--- config.mk ---
export PLATFORM = sky130hd
export DESIGN_NAME = pcler_param
export DESIGN_NICKNAME = d
export VERILOG_FILES = /design/src/rtl/pcler_param.sv
export SDC_FILE = /design/constraint.sdc
export NUM_CORES = 1
export LEC_CHECK = 0
export CORE_ASPECT_RATIO = 1.4
export CORE_UTILIZATION = 43
export CTS_BUF_LIST = sky130_fd_sc_hd__clkbuf_16
export DETAILED_ROUTE_END_ITERATION = 16
export PLACE_DENSITY = 0.78
export SLEW_MARGIN = 5
export SYNTH_ARGS = -nofsm -noshare
export SYNTH_HDL_FRONTEND = slang
export SYNTH_SLANG_ARGS = --single-unit
--- constraint.sdc ---
create_clock -name clk_i -period 2.3 [get_ports clk_i]
set_input_delay 0.46 -clock clk_i [delete_from_list [all_inputs] [get_ports clk_i]]
set_output_delay 0.46 -clock clk_i [all_outputs]
set_load 0.01 [all_outputs]
--- src/rtl/pcler_param.sv ---
// Loadable up/down counter slice with auto-reload on terminal count, sticky
// overflow and cascade carry (tc -> next stage cin).
module pcler_param #(
  parameter int unsigned          WIDTH   = 8,
  parameter logic [WIDTH-1:0]     RST_RLD = '0
) (
  input  logic             clk_i,
  input  logic             rst_n_i,
  input  logic             load_i,
  input  logic [WIDTH-1:0] d_i,
  input  logic             en_i,
  input  logic             hold_i,
  input  logic             cin_i,
  input  logic             up_i,
  input  logic             rld_we_i,
  input  logic [WIDTH-1:0] rld_d_i,
  input  logic             clr_ovf_i,
  output logic [WIDTH-1:0] q_o,
  output logic             tc_o,
  output logic             tc_q_o,
  output logic             ovf_o,
  output logic [WIDTH-1:0] rld_q_o
);

  logic [WIDTH-1:0] q_q, q_d;
  logic [WIDTH-1:0] rld_q, rld_d;
  logic             tc_q, tc_d;
  logic             ovf_q, ovf_d;
  logic             step, at_term, tc;

  // load outranks counting, so it also masks the terminal-count event
  assign step    = en_i & ~hold_i & cin_i & ~load_i;
  assign at_term = up_i ? (q_q == {WIDTH{1'b1}}) : (q_q == '0);
  assign tc      = step & at_term;

  always_comb begin
    q_d = q_q;
    if (load_i)     q_d = d_i;
    else if (tc)    q_d = rld_q;  // old reload value even if rld_we_i is high
    else if (step)  q_d = up_i ? q_q + 1'b1 : q_q - 1'b1;
  end

  always_comb begin
    rld_d = rld_we_i ? rld_d_i : rld_q;
    tc_d  = tc;
    ovf_d = tc | (ovf_q & ~clr_ovf_i);
  end

  always_ff @(posedge clk_i or negedge rst_n_i) begin
    if (!rst_n_i) begin
      q_q   <= '0;
      rld_q <= RST_RLD;
      tc_q  <= 1'b0;
      ovf_q <= 1'b0;
    end else begin
      q_q   <= q_d;
      rld_q <= rld_d;
      tc_q  <= tc_d;
      ovf_q <= ovf_d;
    end
  end

  assign q_o     = q_q;
  assign tc_o    = tc;
  assign tc_q_o  = tc_q;
  assign ovf_o   = ovf_q;
  assign rld_q_o = rld_q;

endmodule

==> results_dict.tcl <==
set metrics [dict create \
    end_kind "flop" \
    wl_mm 3.04 \
    clockBufferDepth 2 \
    antenna_found_initial 0 \
    final_antenna_net_count 0 \
    drive_above_1_share_pct 23.2 \
    clk_latency_ns 0.25 \
    cp-start-kind "primary input" \
    seq_area_um2 453 \
    tightest_slew_ns 0.376 \
    post-place-ws_ns -0.432 \
    hold_viol 0 \
    hold_class "reg2reg" \
    hpwl_mm 2.42 \
    root_buffer "clkbuf_16" \
    synthCells 115 \
    slew_headroom_pct 74.9 \
    synth_edf_count 0 \
    synth.distinct_cells 35 \
    dp_cells 206 \
    setup_ws_ns 0.125 \
    layout.cells.non_filler 211 \
    grtUsageTotal_pct 24.2 \
    p_leak_nw 0.867 \
    critPathKind "in2reg" \
    overflow 0 \
    yosysTopAreaCell "dfrtp_1" \
    post-route-min-period_ns 2.18 \
    powerDensity_mw_per_mm2 596 \
    drt-pass1-iter-count 4 \
    cts_made_buffers 3 \
    synth_nets 147 \
    globalplace.congestion 0.810 \
    num_vias 1094 \
    setup_violations 0 \
    fmaxAchievable_ghz 0.460 \
    io_buffers 43 \
    die_y_um 63.5 \
    grt_pass1_wl_mm 5.15 \
    peakVddDrop_v 0.000524 \
    synth_commonest_cells "dfrtp_1 (18), nand2_1 (17), mux2i_1 (8), nor2_1 (8), mux2_2 (7)" \
    start_util_pct 47.0 \
    wire_per_inst_um 14.4 \
    clkSinkCount 18 \
    yosysWarningCount 0 \
    cap_viol_max_count 0 \
    drt_iter0_markers 9 \
    core_mm2 0.00247 \
    slew_violations 0 \
    htree_levels 1 \
    yosysSeqAreaShare_pct 38.8 \
    grt_max_degree 19 \
    synth_ff_type "dfrtp_1" \
    holdBufCountCts 0 \
    rsz0062_at_grt "false" \
    yosysMostFrequentCell "dfrtp_1" \
    netlist_area_mm2 0.00116 \
    fin_skew_ns 0.000739 \
    grt_pass1_vias 1149 \
    crit_arrival_ns 2.35 \
    cts_tree "done" \
    critPathRequiredTime_ns 2.47 \
    netlist.area_leader.share_pct 38.8 \
    place_area_mm2 0.00175 \
    synth_seq_cells 18 \
    post_synth.cell_area_avg_um2 10.1 \
    fillers 189 \
    synthArstFlopShare_pct 100 \
    synth_area_leaders "dfrtp_1 (39%), mux2i_1 (6.9%), mux2_2 (6.8%), ha_1 (6.5%), nand2_1 (5.5%)" \
    clk_pin_slew_worst_paths_ns 0.05 \
    antenna_cells 0 \
    io_pins 44 \
    final_cell_area_mm2 0.00184 \
    num_rows 21 \
    path_max_fanout 6 \
    vias_per_cell 5.18 \
    power_mw 1.10 \
    postLayoutCoreUtil_pct 74.6 \
    setup_tns_ns 0 \
    hold-worst-slack_ns 0.535 \
    syn2layout_area_growth_pct 58.9 \
    route.detailed.drc 0 \
    outcome "completed" \
    nNetsFinal 210 \
    die_w_um 45.9 \
    multi_input_area_um2 683 \
    finalCritPeriodShare_pct 94.6 \
    die_area_mm2 0.00291 \
]
==> final timing paths <==
check	start	to	slack [ns]	cells after the start
max	up_i	q_o[6]	0.12	9
min in group asynchronous	rst_n_i	q_o[2]	0.54	2
min	rld_q_o[3]	rld_q_o[3]	0.53	1
max reg2reg	q_o[0]	q_o[6]	0.28	7
min reg2reg	rld_q_o[3]	rld_q_o[3]	0.53	1
max in group asynchronous	rst_n_i	q_o[7]	1.54	2
==> power breakdown <==
part | leakage [nW] | internal (mW) | switching [mW] | total, mW
Clock | 0.0385 | 0.231 | 0.118 | 0.349
Combinational | 0.611 | 0.211 | 0.150 | 0.361
Sequential | 0.217 | 0.348 | 0.0398 | 0.388
==> final cells by class <==
cell class	count	area share (%)
clock buffer	3	4.07
clock inverter	1	0.204
inverter	4	0.815
multi-input combinational	89	37.1
sequential	18	24.6
tap	34	2.31
timing repair buffer	62	31.0
==> cell families (layout without fill, tap and decap cells) <==
group	after synthesis	in the layout	synth area share, %
AOI/OAI and AO/OA	24	24	14.6
xor gates and xnor gates	6	6	4.53
adders and majority gates	7	7	8.20
buffers and inverters	8	70	3.02
DFF	18	18	38.8
muxes	15	15	13.7
and+or+nand+nor	37	37	17.2
==> routing by layer <==
| layer | GRT usage (%) | part of all wire, % | vias up |
|---|---|---|---|
| met5 | 0 | 0 | - |
| met4 | 7.72 | 0.89 | 0 |
| met3 | 4.01 | 3.6 | 4 |
| met2 | 41.2 | 54 | 29 |
| met1 | 29.7 | 41 | 527 |
| li1 | - | - | 534 |
==> flip-flops by register name (all words and copies together) (netlist names) <==
register,count
ovf_o,1
q_o,8
rld_q_o,8
tc_q_o,1
==> cells in the final DEF, fill, tap and decap left out, drive strengths merged, types with 3 or more instances in the layout <==
cell	instances
inv	4
o21ai	7
mux2	7
dfrtp	18
a21oi	6
nand2	18
nor2	8
o221ai	3
xnor2	4
clkbuf	3
ha	6
clkdlybuf4s50	41
mux2i	8
buf	19
==> worst max-delay path, cell delays in order <==
cell and delay (ns):
dlygate4sd2_1 0.29, inv_2 0.10, fa_1 0.44, a21o_1 0.19, a311o_1 0.36, a21oi_2 0.15, xnor2_1 0.14, mux2i_1 0.09
o21ai_1 0.13
==> repair_timing <==
| action | 4_1_cts | 5_1_grt |
|---|---|---|
| pin swaps | 3 | 0 |
| gates resized for setup | 6 | 1 |
| setup endpoints to repair | 4 | 1 |
| setup buffers | 1 | 0 |
No activity file was read; power rests on OpenSTA's default activity.
